File: src/rtl/matrix_pkg.sv
// Shared definitions for the LED-matrix frame buffer.
// Pattern modes and default geometry.
package matrix_pkg;

  localparam int DEF_WIDTH = 16;
  localparam int DEF_ROWS  = 16;

  typedef enum logic [1:0] {
    MODE_BUF   = 2'd0,
    MODE_ALL   = 2'd1,
    MODE_CHECK = 2'd2,
    MODE_PIX   = 2'd3
  } mode_t;

endpackage

File: src/rtl/matrix_scan_timer.sv
// Row scan timer: clock divider plus row counter.
// tick marks the last divider cycle; wrap is a tick on the last row.
module matrix_scan_timer
  import matrix_pkg::*;
#(
  parameter int SCAN_DIV = 1024,
  parameter int ROWS     = DEF_ROWS,
  localparam int RW = (ROWS > 1) ? $clog2(ROWS) : 1,
  localparam int DW = (SCAN_DIV > 1) ? $clog2(SCAN_DIV) : 1
) (
  input  logic          clk,
  input  logic          rst,
  output logic          tick,
  output logic          wrap,
  output logic [RW-1:0] row_idx,
  output logic [RW-1:0] row_next
);

  logic [DW-1:0] div;
  logic          last_row;

  assign tick     = (div == DW'(SCAN_DIV - 1));
  assign last_row = (row_idx == RW'(ROWS - 1));
  assign wrap     = tick && last_row;
  assign row_next = last_row ? '0 : row_idx + 1'b1;

  always_ff @(posedge clk or posedge rst) begin
    if (rst) begin
      div     <= '0;
      row_idx <= '0;
    end else begin
      div <= tick ? '0 : div + 1'b1;
      if (tick) row_idx <= row_next;
    end
  end

endmodule

File: src/rtl/matrix_frame_buffer.sv
// Double-buffered LED-matrix row source with test patterns.
// Game logic writes the back bank; front bank swaps only at frame wrap.
module matrix_frame_buffer
  import matrix_pkg::*;
#(
  parameter int WIDTH    = DEF_WIDTH,
  parameter int ROWS     = DEF_ROWS,
  parameter int SCAN_DIV = 1024,
  parameter int PIX_ROW  = 0,
  parameter int PIX_COL  = 12,
  localparam int RW = (ROWS > 1) ? $clog2(ROWS) : 1
) (
  input  logic             clk,
  input  logic             rst,
  input  logic             wr_en,
  input  logic [RW-1:0]    wr_row,
  input  logic [WIDTH-1:0] wr_data,
  input  logic             swap_req,
  output logic             swap_ack,
  input  logic [1:0]       pattern_mode,
  output logic [RW-1:0]    row_idx,
  output logic [WIDTH-1:0] row_data,
  output logic             frame_start
);

  logic [WIDTH-1:0] bank0 [ROWS];
  logic [WIDTH-1:0] bank1 [ROWS];

  logic             front;
  logic             pending;
  mode_t            mode_q;
  logic             tick;
  logic             wrap;
  logic [RW-1:0]    row_next;
  logic             do_swap;
  logic             wr_ok;
  logic [RW-1:0]    sel_row;
  logic             sel_front;
  mode_t            sel_mode;
  logic [WIDTH-1:0] src;

  matrix_scan_timer #(
    .SCAN_DIV (SCAN_DIV),
    .ROWS     (ROWS)
  ) u_timer (
    .clk      (clk),
    .rst      (rst),
    .tick     (tick),
    .wrap     (wrap),
    .row_idx  (row_idx),
    .row_next (row_next)
  );

  assign do_swap = wrap && (pending || swap_req);
  assign wr_ok   = wr_en && ({1'b0, wr_row} < (RW + 1)'(ROWS));

  // On a tick, look ahead to the next row as the new frame will see it.
  always_comb begin
    sel_row   = tick ? row_next : row_idx;
    sel_front = front ^ do_swap;
    sel_mode  = wrap ? mode_t'(pattern_mode) : mode_q;
    src       = '0;
    unique case (sel_mode)
      MODE_BUF:   src = sel_front ? bank1[sel_row] : bank0[sel_row];
      MODE_ALL:   src = '1;
      MODE_CHECK: begin
        for (int c = 0; c < WIDTH; c++) src[c] = (sel_row[0] == c[0]);
      end
      MODE_PIX:   begin
        if (sel_row == RW'(PIX_ROW)) src[PIX_COL] = 1'b1;
      end
    endcase
  end

  always_ff @(posedge clk or posedge rst) begin
    if (rst) begin
      front       <= 1'b0;
      pending     <= 1'b0;
      mode_q      <= MODE_BUF;
      swap_ack    <= 1'b0;
      frame_start <= 1'b0;
      row_data    <= '0;
    end else begin
      swap_ack    <= do_swap;
      frame_start <= wrap;
      row_data    <= src;
      if (do_swap) front <= ~front;
      if (wrap) begin
        mode_q  <= mode_t'(pattern_mode);
        pending <= 1'b0;
      end else if (swap_req) begin
        pending <= 1'b1;
      end
    end
  end

  // Back bank is the one not in front before this edge.
  always_ff @(posedge clk or posedge rst) begin
    if (rst) begin
      for (int i = 0; i < ROWS; i++) bank0[i] <= '0;
    end else if (wr_ok && front) begin
      bank0[wr_row] <= wr_data;
    end
  end

  always_ff @(posedge clk or posedge rst) begin
    if (rst) begin
      for (int i = 0; i < ROWS; i++) bank1[i] <= '0;
    end else if (wr_ok && !front) begin
      bank1[wr_row] <= wr_data;
    end
  end

endmodule
File: config.mk
export PLATFORM = sky130hd
export DESIGN_NAME = matrix_frame_buffer
export DESIGN_NICKNAME = d
export VERILOG_FILES = /design/src/rtl/matrix_pkg.sv /design/src/rtl/matrix_scan_timer.sv /design/src/rtl/matrix_frame_buffer.sv
export SDC_FILE = /design/constraint.sdc
export NUM_CORES = 1
export LEC_CHECK = 0
export CAP_MARGIN = 15
export CELL_PAD_IN_SITES_DETAIL_PLACEMENT = 0
export CELL_PAD_IN_SITES_GLOBAL_PLACEMENT = 1
export CORE_ASPECT_RATIO = 0.9
export CORE_UTILIZATION = 43
export DETAILED_ROUTE_END_ITERATION = 8
export PLACE_DENSITY = 0.8
export REMOVE_ABC_BUFFERS = 1
export SLEW_MARGIN = 20
export SYNTH_ARGS = -nofsm -noshare
export SYNTH_HDL_FRONTEND = slang
export SYNTH_SLANG_ARGS = --single-unit
File: constraint.sdc
create_clock -name clk -period 25.4 [get_ports clk]
set_input_delay 7.62 -clock clk [delete_from_list [all_inputs] [get_ports clk]]
set_output_delay 7.62 -clock clk [all_outputs]
set_load 0.02 [all_outputs]
==> impl_metrics.tcl, run 1 <==
set metrics [dict create \
    setup_ws_ns 14.85 \
    postRouteAntennaNets 0 \
    synth_ff_type "dfrtp_1" \
    grt_pass1_wl_um 111000 \
    switching_share_pct 24.40 \
    drtIter0Drc 1581 \
    hold_buffers 0 \
    wl_um 71800 \
    grtUsageMet2_pct 38.21 \
    setup_viol 0 \
    dieHeight_um 234.2 \
    fin_worst_skew_ns 0.02327 \
    die_area_sq_um 60890 \
    place_hpwl_um 42310 \
    rr_startpoint "u_timer.div[8]" \
    r2r_slack_ns 19.68 \
    synthArstFlopShare_pct 100.0 \
    switching_power_uw 498.5 \
    required_ns 25.91 \
    clock_power_share_pct 40.2 \
    cts_tree "yes" \
    ios 48 \
    avgSynthCellArea_sq_um 11.90 \
    met3_usage_pct 4.648 \
    critPathMaxFanout 15 \
    first_global_vias 18280 \
    ir_worst_vdd_mv 0.05526 \
    stdcell_count 2925 \
    rsz0062_at_grt "no" \
    p_per_area_nw_per_um2 71.59 \
    p_int_mw 1.545 \
    rr_worst_depth 9 \
    power_mw 2.043 \
    p_leak_nw 13.12 \
    clk-insertion-delay-late_ns 0.64 \
    hp-class "register to register" \
    area_delta_synth_final_pct 10.80 \
    place_inst 2828 \
    worstReg2RegEnd "row_data[12]" \
    drive_gt1_share_pct 31.19 \
    worst_hold_startpoint "u_timer.div[0]" \
    drv_cap 0 \
    cp-start-kind "input port" \
    overflow 0 \
    cts_made_buffers 55 \
    cts-htree-levels 2 \
    grt_busiest_layer "met2" \
    io_buffers 47 \
    design.core.area_sq_um 58860 \
    p_comb_share_pct 9.9 \
    viasPerCell 6.152 \
    wire_per_inst_um 24.55 \
    first_pass_iters 5 \
    p_seq_share_pct 49.9 \
    cp-end-kind "register" \
    start_util_pct 43.76 \
    dp_slack_ns 14.34 \
    clock-sinks 548 \
    worstPathArrival_ns 11.06 \
    critPathKind "input port to register" \
    status "finished, final reports clean" \
    synthCells 2165 \
    timing.final.crit_period_ns 10.55 \
    cts_resized 0 \
    synth-seq-cells 548 \
    hold_end "u_timer.div[0]" \
    chipWidth_um 260.0 \
    fmax_mhz 94.83 \
    nFillCells 5190 \
    vias 18000 \
    netlist_area_sq_um 25760 \
    cts.path.max_buffers 3 \
    worst_slew_pin_slew_ns 1.208 \
    synthDistinctLibCells 51 \
    antenna_found_initial 0 \
    clockRootBuffer "clkbuf_16" \
    timing.final.hold_violations 0 \
    holdPathStages 1 \
    antenna_cells 0 \
    yosysSeqAreaShare_pct 53.24 \
    yosys_warnings 0 \
    drc 0 \
    gp_congestion 0.8770 \
    rows 84 \
    grt_use_total_pct 23.82 \
    synth_edf_count 0 \
    slew_headroom_pct 19.26 \
    clkSlewWorstSetupHoldPaths_ns 0.06 \
    post_cts.repair.setup_buffers 0 \
    gr-usage-met1_pct 32.38 \
    tns_ns 0 \
    nets 2139 \
    min_period_over_period_pct 41.52 \
    grt_max_degree 183 \
    slew_violations 0 \
]
==> cells in the mapped netlist, types with 14 or more instances <==
master | n | area, sq um
a211oi_1 | 141 | 1059
a21oi_1 | 33 | 165.2
a311oi_1 | 31 | 271.5
a31oi_1 | 60 | 375.4
and3_1 | 126 | 788.3
buf_4 | 14 | 105.1
clkbuf_1 | 166 | 623.1
dfrtp_1 | 548 | 13710
inv_1 | 15 | 56.30
mux2_2 | 515 | 5799
mux2i_1 | 18 | 180.2
nand2_1 | 230 | 863.3
nand2b_1 | 22 | 137.6
nor2_1 | 35 | 131.4
o211ai_1 | 17 | 127.6
o21ai_0 | 19 | 95.09
==> how the worst max path moves through the flow <==
| stage | from | end | slack, ns | depth (start not counted) |
|---|---|---|---|---|
| after floorplan | rst | bank0[0] | 2.46 | 1 |
| after global placement | swap_req | row_data[5] | 14.45 | 9 |
| after detailed placement | swap_req | row_data[15] | 14.34 | 9 |
| after CTS | swap_req | row_data[12] | 14.99 | 8 |
| after global routing | swap_req | row_data[10] | 14.53 | 9 |
| final | swap_req | row_data[12] | 14.85 | 8 |
==> power groups by stage <==
stage	Clock (mW)	Sequential [mW]	Combinational (mW)
CTS	0.835	1.02	0.205
floorplan	0	1.02	0.145
global route	0.868	1.03	0.223
global placement	0	1.03	0.196
finish	0.821	1.02	0.203
detailed placement	0	1.03	0.204
==> layout make-up <==
| type | instances | area [sq um] | share of cell area [%] |
|---|---|---|---|
| tap | 774 | 968.4 | 3.393 |
| multi-input combinational | 1396 | 11160 | 39.12 |
| sequential | 548 | 13710 | 48.05 |
| inverter | 18 | 81.33 | 0.2850 |
| clock inverter | 18 | 209.0 | 0.7321 |
| timing repair buffer | 92 | 808.3 | 2.832 |
| clock buffer | 79 | 1597 | 5.594 |
==> layer usage <==
layer / vias to the layer above / part of all wire [%]
li1: 7852 / -
met1: 9446 / 44
met2: 584 / 47
met3: 113 / 6.5
met4: 0 / 2.6
met5: - / 0
==> layout by cell type (no fill, tap or decap), types with 31 or more instances in the layout <==
cell	synthesis	final
dfrtp_1	548	548
mux2_2	515	515
nand2_1	230	228
a211oi_1	141	141
and3_1	126	126
a31oi_1	60	60
clkbuf_16	0	55
clkdlybuf4s50_1	0	43
buf_4	14	42
a21oi_1	33	33
a311oi_1	31	31
==> stage by stage <==
step	utilization [%]	cell area (sq um)	hold slack, ns
2_1_floorplan	-	24900	0.4329
3_3_place_gp	45.44	26740	0.4608
3_5_place_dp	45.44	26740	0.4838
4_1_cts	48.51	28550	0.4919
5_1_grt	48.49	28540	0.5066
6_report	48.49	28540	0.4780
==> registers in the layout, indices dropped and copies added, names as in the netlist <==
signal / cells
bank1: 256
swap_ack: 1
mode_q: 2
row_data: 16
frame_start: 1
pending: 1
front: 1
u_timer.row_idx: 4
bank0: 256
u_timer.div: 10
==> critical path, stage by stage <==
cell and delay (ns):
clkdlybuf4s50_1 0.48, o211ai_1 0.11, nor4_1 0.72, xnor2_1 0.48
nand2_1 0.80, a311oi_1 0.45, nor4_1 0.11, a211oi_1 0.29
==> cells by family after synthesis <==
kind of cell             after synthesis  synth area share, %
multiplexers                         533                23.21
flip-flops                           548                53.24
buffers and inverters                221                3.619
AND/OR/NAND/NOR                      479                9.049
adder cells (fa/ha/maj)                2              0.09713
AO/OA/AOI/OAI                        373                10.48
XOR/XNOR                               9               0.3060
Note: power is estimated with default switching activity, not from simulation.
==> run 2: changes to the inputs <==
Clock period 25.4 ns to 10.75 ns, I/O delays scaled along.
==> run 2 against run 1 <==
First-iteration DRC count is 11% higher. Count of clock-buffer cells in the layout decreased by 8. Combinational power grew 140%. Via count is 0.17% lower. Sequential power grew 140%. Core utilization is 0.085 points lower. Clock power is 130% higher. Total power increased by 140%. Critical path type unchanged. Largest power group unchanged. Highest routed layer unchanged.
==> impl_metrics.tcl, run 2 (synthesis gave the netlist of run 1 again) <==
set metrics [dict create \
    timing.final.crit_period_ns 6.349 \
    cp-start-kind "input port" \
    slew_headroom_pct 20.29 \
    gp_congestion 0.8859 \
    fin_hold_ws_ns 0.4678 \
    first_global_vias 18210 \
    nets 2128 \
    start_util_pct 43.76 \
    antenna_cells 0 \
    worst_hold_startpoint "u_timer.div[0]" \
    drtIter0Drc 1761 \
    fmax_mhz 157.5 \
    rr_worst_depth 9 \
    place_hpwl_um 42590 \
    setup_ws_ns 4.401 \
    required_ns 11.24 \
    design.core.area_sq_um 58860 \
    critPathKind "input port to register" \
    largestRegisters "bank0 (256), bank1 (256), row_data (16)" \
    worst_slew_pin_slew_ns 1.193 \
    hold_end "u_timer.div[0]" \
    vias 17970 \
    dp_slack_ns 3.781 \
    timing.final.hold_violations 0 \
    crit_path_start "swap_req" \
    rr_startpoint "u_timer.div[8]" \
    register_area_sq_um 13710 \
    ir_worst_vdd_mv 0.1186 \
    grt_use_total_pct 23.62 \
    antenna_found_initial 0 \
    crit_chain "clkdlybuf4s50_1 -> o211ai_1 -> nor4_1 -> xnor2_1 -> inv_1 -> nor2_1 -> nand2_1 -> o22ai_1 -> nor3_1" \
    power_mw 4.817 \
    cts_resized 0 \
    final_cell_mix "dfrtp_1, mux2_2, nand2_1" \
    die_area_sq_um 60890 \
    wl_um 71000 \
    hp-class "register to register" \
    wire_per_inst_um 24.35 \
    clk-insertion-delay-late_ns 0.62 \
    critPathTopFamily "simple AND/OR/NAND/NOR gates" \
    final_common_cell "dfrtp_1" \
    rsz0062_at_grt "no" \
    place_inst 2819 \
    overflow 0 \
    viasPerCell 6.161 \
    drc 0 \
    worstPathArrival_ns 6.84 \
    critPathMaxFanout 10 \
    fin_area_sq_um 28490 \
    post_cts.repair.setup_buffers 0 \
    cts_made_buffers 53 \
    clockRootBuffer "clkbuf_16" \
    cp_slowest_cell "nor4_1" \
    clock-sinks 548 \
    clkSlewWorstSetupHoldPaths_ns 0.06 \
    drv_cap 0 \
    holdPathStages 1 \
    setup_viol 0 \
    grt_pass1_wl_um 110800 \
    fin_worst_skew_ns 0.01446 \
    hold_buffers 0 \
    cp-end-kind "register" \
    multi_input_area_sq_um 11200 \
    grt_max_degree 152 \
    drive_gt1_share_pct 31.00 \
    tns_ns 0 \
    p_per_area_nw_per_um2 169.1 \
    r2r_slack_ns 5.50 \
    first_pass_iters 6 \
    dieHeight_um 234.2 \
    cts.path.max_buffers 3 \
    path_buf_inv 2 \
    area_delta_synth_final_pct 10.61 \
    chipWidth_um 260.0 \
    worstReg2RegEnd "row_data[3]" \
    slew_violations 0 \
    ios 48 \
    cts_tree "yes" \
    io_buffers 47 \
    nFillCells 5191 \
    status "finished, final reports clean" \
    critical-path-max-stage-delay_ns 0.73 \
    cts-htree-levels 2 \
    final_core_util_pct 48.41 \
    place_area_sq_um 26700 \
    min_period_over_period_pct 59.06 \
    rows 84 \
    p_leak_nw 13.06 \
    postRouteAntennaNets 0 \
    stdcell_count 2916 \
]
run 2: cell types whose count changed in the layout (fill, tap and decap cells not counted), sizes merged, moves of 2 or more:
cell,delta
buf,-11
clkdlybuf4s50,+2
clkbuf,-8
bufinv,+3
clkinv,+5
run 2: area by class of cell:
class,count,share of cell area (%)
Clock buffer,71,5.173
Clock inverter,26,1.041
Inverter,18,0.2855
Multi-Input combinational cell,1396,39.30
Sequential cell,548,48.13
Tap cell,774,3.399
Timing Repair Buffer,83,2.666
run 2: per-layer routing:
| layer | wire length [um] | track usage, % |
|---|---|---|
| met4 | 1755 | 7.537 |
| met5 | 0 | 0 |
| met3 | 4148 | 3.524 |
| met1 | 32380 | 33.61 |
| met2 | 32710 | 37.02 |
run 2: worst max path at each step:
stage                     slack [ns]  cells after the start      endpoint
final                           4.40                      9  row_data[14]
after global routing            4.26                      9  row_data[14]
after CTS                       4.38                      8   row_data[8]
after detailed placement        3.78                      8   row_data[8]
after global placement          3.94                      8   row_data[5]
after floorplan                -7.80                      1      bank0[0]
run 2: power breakdown:
part / switching, mW / internal [mW]
clock: 0.817 / 1.11
combinational: 0.230 / 0.254
sequential: 0.117 / 2.29
total: 1.16 / 3.65
